`src/rtl/adder_share_arb.sv`:
```
// adder_share_arb
// Round-robin arbiter that time-shares one external combinational adder
// between NREQ requesters. The granted operand pair is steered onto the
// adder in the same cycle it is accepted. The adder result is captured in a
// one-entry response register and tagged with the requester index.
//
// Ports
//   clk        rising-edge clock
//   rst        synchronous, active-high reset
//   req_valid  per-requester "operand pair present"
//   req_ready  one-hot (or zero) accept strobe
//   req_a/b    packed operands, requester i at [i*W +: W]
//   add_a/b    operands driven to the shared adder (zero when idle)
//   add_sum    sum returned by the shared adder
//   add_cout   carry-out returned by the shared adder
//   rsp_valid  response register holds an unconsumed result
//   rsp_ready  consumer accepts the result
//   rsp_id     index of the requester that produced the result
//   rsp_sum    registered sum
//   rsp_cout   registered carry-out
//   ovf_cnt    saturating count of accepted results that had carry-out set
//   busy       a result is pending or any requester is valid
module adder_share_arb #(
    parameter int NREQ = 4,
    parameter int W    = 16,
    parameter int IDW  = $clog2(NREQ)
) (
    input  logic              clk,
    input  logic              rst,
    input  logic [NREQ-1:0]   req_valid,
    output logic [NREQ-1:0]   req_ready,
    input  logic [NREQ*W-1:0] req_a,
    input  logic [NREQ*W-1:0] req_b,
    output logic [W-1:0]      add_a,
    output logic [W-1:0]      add_b,
    input  logic [W-1:0]      add_sum,
    input  logic              add_cout,
    output logic              rsp_valid,
    input  logic              rsp_ready,
    output logic [IDW-1:0]    rsp_id,
    output logic [W-1:0]      rsp_sum,
    output logic              rsp_cout,
    output logic [7:0]        ovf_cnt,
    output logic              busy
);

    typedef enum logic {EMPTY = 1'b0, FULL = 1'b1} state_t;

    state_t           state_r;
    state_t           state_next_s;
    logic [IDW-1:0]   last_grant_r;
    logic [IDW:0]     pick_s;
    logic             can_issue_s;
    logic             grant_s;
    logic [IDW-1:0]   grant_idx_s;

    // Round-robin pick: returns {found, index}. The scan starts just after
    // `last`; iterating from the farthest candidate toward the nearest lets
    // the nearest valid requester overwrite any farther one.
    function automatic logic [IDW:0] rr_pick(input logic [NREQ-1:0] valid,
                                             input logic [IDW-1:0]  last);
        logic [IDW:0] result;
        int           cand;
        result = '0;
        for (int k = NREQ; k >= 1; k--) begin
            cand = int'(last) + k;
            if (cand >= NREQ) begin
                cand = cand - NREQ;
            end else begin
                cand = cand;
            end
            if (valid[cand]) begin
                result = {1'b1, IDW'(cand)};
            end else begin
                result = result;
            end
        end
        return result;
    endfunction

    assign rsp_valid   = (state_r == FULL);
    assign busy        = rsp_valid | (|req_valid);
    assign can_issue_s = !rst && (!rsp_valid || rsp_ready);
    assign pick_s      = rr_pick(req_valid, last_grant_r);
    assign grant_s     = can_issue_s && pick_s[IDW];
    assign grant_idx_s = pick_s[IDW-1:0];

    // Grant strobe and operand steering; both are zero whenever no grant issues.
    always_comb begin
        req_ready = '0;
        add_a     = '0;
        add_b     = '0;
        for (int i = 0; i < NREQ; i++) begin
            if (grant_s && (grant_idx_s == IDW'(i))) begin
                req_ready[i] = 1'b1;
                add_a        = req_a[i*W +: W];
                add_b        = req_b[i*W +: W];
            end else begin
                req_ready[i] = 1'b0;
            end
        end
    end

    // Response-register occupancy: a grant always refills, an accept without
    // a grant drains.
    always_comb begin
        state_next_s = state_r;
        case (state_r)
            EMPTY: begin
                if (grant_s) begin
                    state_next_s = FULL;
                end else begin
                    state_next_s = EMPTY;
                end
            end
            FULL: begin
                if (grant_s) begin
                    state_next_s = FULL;
                end else if (rsp_ready) begin
                    state_next_s = EMPTY;
                end else begin
                    state_next_s = FULL;
                end
            end
            default: begin
                state_next_s = EMPTY;
            end
        endcase
    end

    // State register.
    always_ff @(posedge clk) begin
        if (rst) begin
            state_r <= EMPTY;
        end else begin
            state_r <= state_next_s;
        end
    end

    // Result capture and round-robin pointer; both only move on a grant.
    always_ff @(posedge clk) begin
        if (rst) begin
            rsp_sum      <= '0;
            rsp_cout     <= 1'b0;
            rsp_id       <= '0;
            last_grant_r <= IDW'(NREQ - 1);
        end else if (grant_s) begin
            rsp_sum      <= add_sum;
            rsp_cout     <= add_cout;
            rsp_id       <= grant_idx_s;
            last_grant_r <= grant_idx_s;
        end else begin
            rsp_sum      <= rsp_sum;
            rsp_cout     <= rsp_cout;
            rsp_id       <= rsp_id;
            last_grant_r <= last_grant_r;
        end
    end

    // Saturating overflow counter, counted when a carry result is consumed.
    always_ff @(posedge clk) begin
        if (rst) begin
            ovf_cnt <= 8'd0;
        end else if (rsp_valid && rsp_ready && rsp_cout && (ovf_cnt != 8'hFF)) begin
            ovf_cnt <= ovf_cnt + 8'd1;
        end else begin
            ovf_cnt <= ovf_cnt;
        end
    end

endmodule

```
`config.mk`:
```
export PLATFORM = sky130hd
export DESIGN_NAME = adder_share_arb
export DESIGN_NICKNAME = d
export VERILOG_FILES = /design/src/rtl/adder_share_arb.sv
export SDC_FILE = /design/constraint.sdc
export NUM_CORES = 1
export LEC_CHECK = 0
export ABC_CLOCK_PERIOD_IN_PS = 1800
export CELL_PAD_IN_SITES_DETAIL_PLACEMENT = 1
export CELL_PAD_IN_SITES_GLOBAL_PLACEMENT = 2
export CORE_MARGIN = 2
export CORE_UTILIZATION = 15
export CTS_BUF_LIST = sky130_fd_sc_hd__clkbuf_2
export CTS_CLUSTER_DIAMETER = 60
export DETAILED_ROUTE_END_ITERATION = 7
export HOLD_SLACK_MARGIN = 0.06
export PLACE_DENSITY_LB_ADDON = 0.1
export SYNTH_ARGS = -nofsm -noshare
export SYNTH_HDL_FRONTEND = slang
export SYNTH_SLANG_ARGS = --single-unit
```
`constraint.sdc`:
```
create_clock -name clk -period 1.8 [get_ports clk]
set_input_delay 0.36 -clock clk [delete_from_list [all_inputs] [get_ports clk]]
set_output_delay 0.36 -clock clk [all_outputs]
set_load 0.01 [all_outputs]
```
### Word-level counts from Yosys, hierarchy flattened

Cells that the tools add are included.

| storage, ports and cells | value |
|---|---|
| logic and storage cells | 79 |
| flip-flop bits (word level) | 30 |
| input bits | 152 |

| operators by class | value |
|---|---|
| reduce and logical (&&, ||, !) cells | 14 |
| eq/ne operators | 4 |
| mux-type cells | 36 |
| $lt $le $gt $ge | 8 |
| bitwise logic cells | 2 |
| $add $sub $neg | 9 |

Operators with widths:

| cell | count |
|---|---|
| $lt A32 B4 Y1 const B | 4 |
| $mux W16 | 8 |
| $mux W32 | 4 |
| $mux W1 | 15 |
| $mux W3 | 4 |
| $sub A3 B3 Y4 const B | 3 |
| $ge A3 B3 Y1 const B | 3 |
| $logic_and A1 B1 Y1 | 9 |
| $add A8 B1 Y8 const B | 1 |
| $bmux W1 S2 | 4 |
| $ne A8 B8 Y1 const B | 1 |
| $add A2 B2 Y3 const B | 2 |
| $sub A4 B3 Y5 const B | 1 |
| $add A2 B3 Y4 const B | 1 |
| $eq A2 B2 Y1 const B | 2 |
| $ge A4 B3 Y1 const B | 1 |
| $reduce_or A4 Y1 | 1 |
| $add A2 B1 Y3 const B | 1 |
| $eq A2 B1 Y1 const B | 1 |
| $logic_not A1 Y1 | 2 |
| $logic_not A2 Y1 | 1 |
| $pmux W1 S2 | 1 |
| $logic_or A1 B1 Y1 | 1 |
| $not A1 Y1 | 1 |
| $or A1 B1 Y1 | 1 |

### Logic depth before layout (Yosys ltp)

Gate-level depths: netlist of run 1.

| depth | value |
|---|---|
| word-level depth | 16 |
| gate-level depth with buffers | 7 |

### Least setup slack after synthesis of run 1

Ideal clock, no wire load.

| timing path | value |
|---|---|
| kind | flip-flop to output port |
| from | register last_grant_r[1] |
| to | output port add_a[0] |
| data required time | 1.440 ns |
| path slack | 0.008 ns |
| path buffers | 1 |
| arrival time | 1.432 ns |
| stages on the path, launching flop included | 7 |
| path through | dfxtp_1 mux2i_1 o22a_1 o21a_2 nand2_1 buf_2 o22ai_1 |

| on the way | value |
|---|---|
| longest elaborated chain between the ends | 16 |

RTL lines:

| item | RTL line | text |
|---|---|---|
| from (decl) | 51 | `logic [IDW-1:0] last_grant_r;` |
| from (signal assigned) | 146 | `last_grant_r <= IDW'(NREQ - 1);` |
| from (signal assigned) | 151 | `last_grant_r <= grant_idx_s;` |
| from (signal assigned) | 156 | `last_grant_r <= last_grant_r;` |
| $add A2 B3 Y4 | 66 | `cand = int'(last) + k;` |
| $sub A4 B3 Y5 or $ge A4 B3 Y1 (tied branches) | 68, 67 |  |
| $mux W32 | 67 | `if (cand >= NREQ) begin` |
| $bmux W1 S2 | 72 | `if (valid[cand]) begin` |
| $mux W1 (not written as such) (2 in a row) | 72 |  |
| $mux W3 (3 in a row) | 72 |  |
| $mux W3 (*) | 72 |  |
| $logic_not A2 Y1 or $logic_and A1 B1 Y1 (tied branches) | 94, 85 |  |
| $logic_and A1 B1 Y1 | 94 | `if (grant_s && (grant_idx_s == IDW'(i))) begin` |
| $mux W16 (3 in a row) | 94 |  |
| $mux W16 (*) | 94 |  |
| to (decl) | 34 | `output logic [W-1:0] add_a,` |

Every way passes the cells marked *; elsewhere a longest branch is shown, timed or not. The select of a mux whose other input is x is not followed.

### Final worst setup path of run 1

| timing path | value |
|---|---|
| from | register last_grant_r[1] |
| to | output port add_b[1] |

| on the way | value |
|---|---|
| longest elaborated chain between the ends | 16 |

RTL lines:

| item | RTL line | text |
|---|---|---|
| $add A2 B3 Y4 | 66 |  |
| $sub A4 B3 Y5 or $ge A4 B3 Y1 (tied branches) | 68, 67 |  |
| $mux W32 | 67 |  |
| $bmux W1 S2 | 72 |  |
| $mux W1 (not written as such) (2 in a row) | 72 |  |
| $mux W3 (3 in a row) | 72 |  |
| $mux W3 (*) | 72 |  |
| $logic_not A2 Y1 or $logic_and A1 B1 Y1 (tied branches) | 94, 85 |  |
| $logic_and A1 B1 Y1 | 94 |  |
| $mux W16 (3 in a row) | 94 |  |
| $mux W16 (*) | 94 |  |
| to (decl) | 35 | `output logic [W-1:0] add_b,` |

Marked as above.

==> run_results.csv, run 1 <==
group,metric,value,unit
yosys,synth_nets,413,
detailed_routing,vias,3039,
timing,fin_crit_sh,1.33,
timing,fin_ws,-0.598,ns
run_status,run_status,"finished, violations left",
critical_path,crit_slowest_cell,"dfxtp_4",
floorplan,die-area,15900,µm²
timing,setup_viol,36,
clocking,clockBufferDepth,2,
global_routing,grt_pass1_wl,18.0,mm
critical_path,path_buf_inv,4,
detailed_routing,vias_per_cell,4.32,
critical_path,r2r-start,"last_grant_r[1]$_SDFFE_PP1P_",
floorplan,core_area,14500,µm²
clocking,cts_root_buf,"clkbuf_2",
finish,final_net_count,671,
finish,layout_commonest_cell,"clkdlybuf4s50_1",
timing,fin_tns_setup,-19.15,ns
yosys,synthArstFlopShare,0,
yosys,synth-edff-count,0,
min_path,hold_depth,2,
power_and_ir_drop,leakage,2.17,nW
finish,layout-drive-gt1-share,0.270,
finish,layout_common_cells,"173 x clkdlybuf4s50_1, 54 x mux2i_1, 33 x buf_2, 31 x buf_4, 30 x o22ai_1",
clocking,htree_levels,2,
clocking,cts_inserted_buffers,5,
floorplan,rows,44,
finish,post-route-util,0.363,
critical_path,crit_cells,9,
global_routing,gr-total-overflow,0,
floorplan,die_y,126,µm
clocking,clk_latency,0.36,ns
yosys,synthDominantCellAreaShare,0.296,
finish,final_cell_count_no_fill,704,
yosys,yosys.area.top_type,"mux2i_1",
critical_path,cp.arrival,2.04,ns
timing,skew,0.0152,ns
yosys,netlist_top_cells_area,"mux2i_1 30%, dfxtp_1 27%, o22ai_1 9.0%, nand2b_1 6.7%, nand2_1 4.2%",
min_path,hold_path.startpoint,"rsp_id[0]$_SDFFE_PP0P_",
clocking,cts_tree,"yes",
power_and_ir_drop,ir_worst_vdd,0.155,mV
critical_path,cp_max_fo,8,
placement,place_ws,-1.13,ns
placement,port_buffers,216,
critical_path,slowest_delay,0.41,ns
critical_path,path_cells,"a21oi_2 -> a31oi_2 -> a21oi_4 -> buf_12 -> buf_12 -> buf_12 -> mux2i_4 -> o22ai_1 -> buf_2",
run_status,violations,"setup timing",
detailed_routing,detail_route.drc_violations,0,
yosys,avgSynthCellArea,8.58,µm²
timing,max_freq,0.417,GHz
finish,area_growth_syn_to_layout,136,%
detailed_routing,drt_wl_total,12.3,mm
yosys,netlist_instances,260,
global_routing,antenna_found_initial,1,
timing,finalCriticalPeriod,2.40,ns
yosys,synthFlopType,"dfxtp_1",
global_routing,grt_max_degree,36,
placement,hpwlAfterDp,9.40,mm
timing,maxSlewViolCount,0,
floorplan,initial_utilization,0.153,
min_path,hp-class,"reg2reg",
yosys,syn_area,2230,µm²
timing,relSlewSlack,0.768,
placement,dp_cells,673,
critical_path,cpMostUsedCell,"buf_12",
detailed_routing,firstDrtPassIters,4,
yosys,yosysSeqAreaShare,0.269,
timing,rsz0062_at_grt,"yes",
placement,gp_routability_congestion,0.807,
floorplan,ios,217,
yosys,synth_seq_cells,30,
floorplan,die_width,126,µm
timing,finalHoldViolCount,0,
detailed_routing,ant_nets,0,
critical_path,start_kind,"register",
clocking,cts-hold-fix-buffers,0,
detailed_routing,drt_iter0_markers,66,
job,cap_violations,0,
critical_path,worst-setup-path-type,"reg2out",
critical_path,crit_start,"last_grant_r[1]$_SDFFE_PP1P_",
yosys,ys_types,34,
detailed_routing,wl_per_cell,17.4,µm
power_and_ir_drop,powerDensity,547,nW/µm²
yosys,yosysWarnings,0,
clocking,cts_num_sinks,30,
critical_path,critPathCaptureType,"primary output",
power_and_ir_drop,power,2.89,mW
critical_path,reg2reg_depth,10,
clocking,clkTransAtPathRegs,0.17,ns
global_routing,grt_pass1_vias,3271,
timing,tightest_slew,0.347,ns
critical_path,worstPathRequired,1.44,ns
global_routing,grt.total_usage,0.144,
critical_path,crit_family,"buffers and inverters",
flip-flops by register name, indices dropped and copies added (netlist names):
name / cells
ovf_cnt: 8
last_grant_r: 2
rsp_valid: 1
rsp_cout: 1
rsp_sum: 16
rsp_id: 2
worst paths after layout:
check / end / slack, ns
max: add_b[1] / -0.60
min: rsp_id[0]$_SDFFE_PP0P_ / 0.46
max reg2reg: last_grant_r[1]$_SDFFE_PP1P_ / 0.07
min reg2reg: rsp_id[0]$_SDFFE_PP0P_ / 0.46
layout make-up:
type | instances | area, µm²
clock inverters | 3 | 16.3
clock buffers | 5 | 25.0
diodes | 1 | 2.50
fillers | 1724 | 9260
repair buffers | 271 | 2710
flip-flops and latches | 30 | 616
well taps | 184 | 230
inverters | 2 | 7.51
multi-input cells | 208 | 1660
timing repair:
action,4_1_cts,5_1_grt
gates cloned,5,3
resized for setup,193,32
setup buffers,10,4
pin swaps,14,21
endpoints found under the setup margin,38,45
kinds of logic after synthesis:
group	count (synthesis)	synth area share
AOI/OAI and AO/OA	66	0.183
DFF	30	0.269
buffers and inverters	22	0.0628
muxes	66	0.296
adders and majority gates	1	0.00561
and+or+nand+nor	70	0.163
xor gates and xnor gates	5	0.0196
where the power goes:
part	switching [mW]	internal, mW
combinational	0.678	1.11
sequential	0.0343	0.715
clock	0.255	0.0888
synthesized netlist by cell type, drive strengths merged (2+ instances only):
| library cell | instances |
|---|---|
| a211oi | 2 |
| nand2b | 24 |
| nand4 | 2 |
| clkbuf | 4 |
| nor2 | 12 |
| nand2 | 25 |
| dfxtp | 30 |
| buf | 16 |
| o22ai | 32 |
| a21oi | 5 |
| mux2i | 66 |
| o21ai | 19 |
| xnor2 | 2 |
| inv | 2 |
| xor2 | 3 |
| nand3 | 2 |
metrics by stage:
| stage | instance area, µm² | hold slack (ns) |
|---|---|---|
| after floorplan | 2230 | 0.467 |
| after CTS | 5070 | 0.426 |
| after global placement | 4830 | 0.434 |
| after detailed placement | 4830 | 0.440 |
| final | 5270 | 0.458 |
| after global routing | 5270 | 0.421 |
layer usage:
| metal | share of wire | GRT usage | vias up |
|---|---|---|---|
| met3 | 0.094 | 0.0544 | 8 |
| li1 | - | - | 1470 |
| met2 | 0.51 | 0.263 | 131 |
| met5 | 0 | 0 | - |
| met4 | 0.0097 | 0.0317 | 0 |
| met1 | 0.38 | 0.159 | 1430 |
worst min-delay path, stage by stage (launching register included):
cell	delay, ns
dfxtp_1	0.34
nand2_1	0.05
nand2_1	0.04
Power figures use the tool's default switching activity.
==> run 2: changes to the inputs <==
--- a/config.mk
+++ b/config.mk
@@ -11,7 +11,6 @@
 export CORE_MARGIN = 2
 export CORE_UTILIZATION = 15
 export CTS_BUF_LIST = sky130_fd_sc_hd__clkbuf_2
-export CTS_CLUSTER_DIAMETER = 60
 export DETAILED_ROUTE_END_ITERATION = 7
 export HOLD_SLACK_MARGIN = 0.06
 export PLACE_DENSITY_LB_ADDON = 0.1
==> results of run 2 <==
No change in the layout: final DEF, timing and power equal those of run 1.
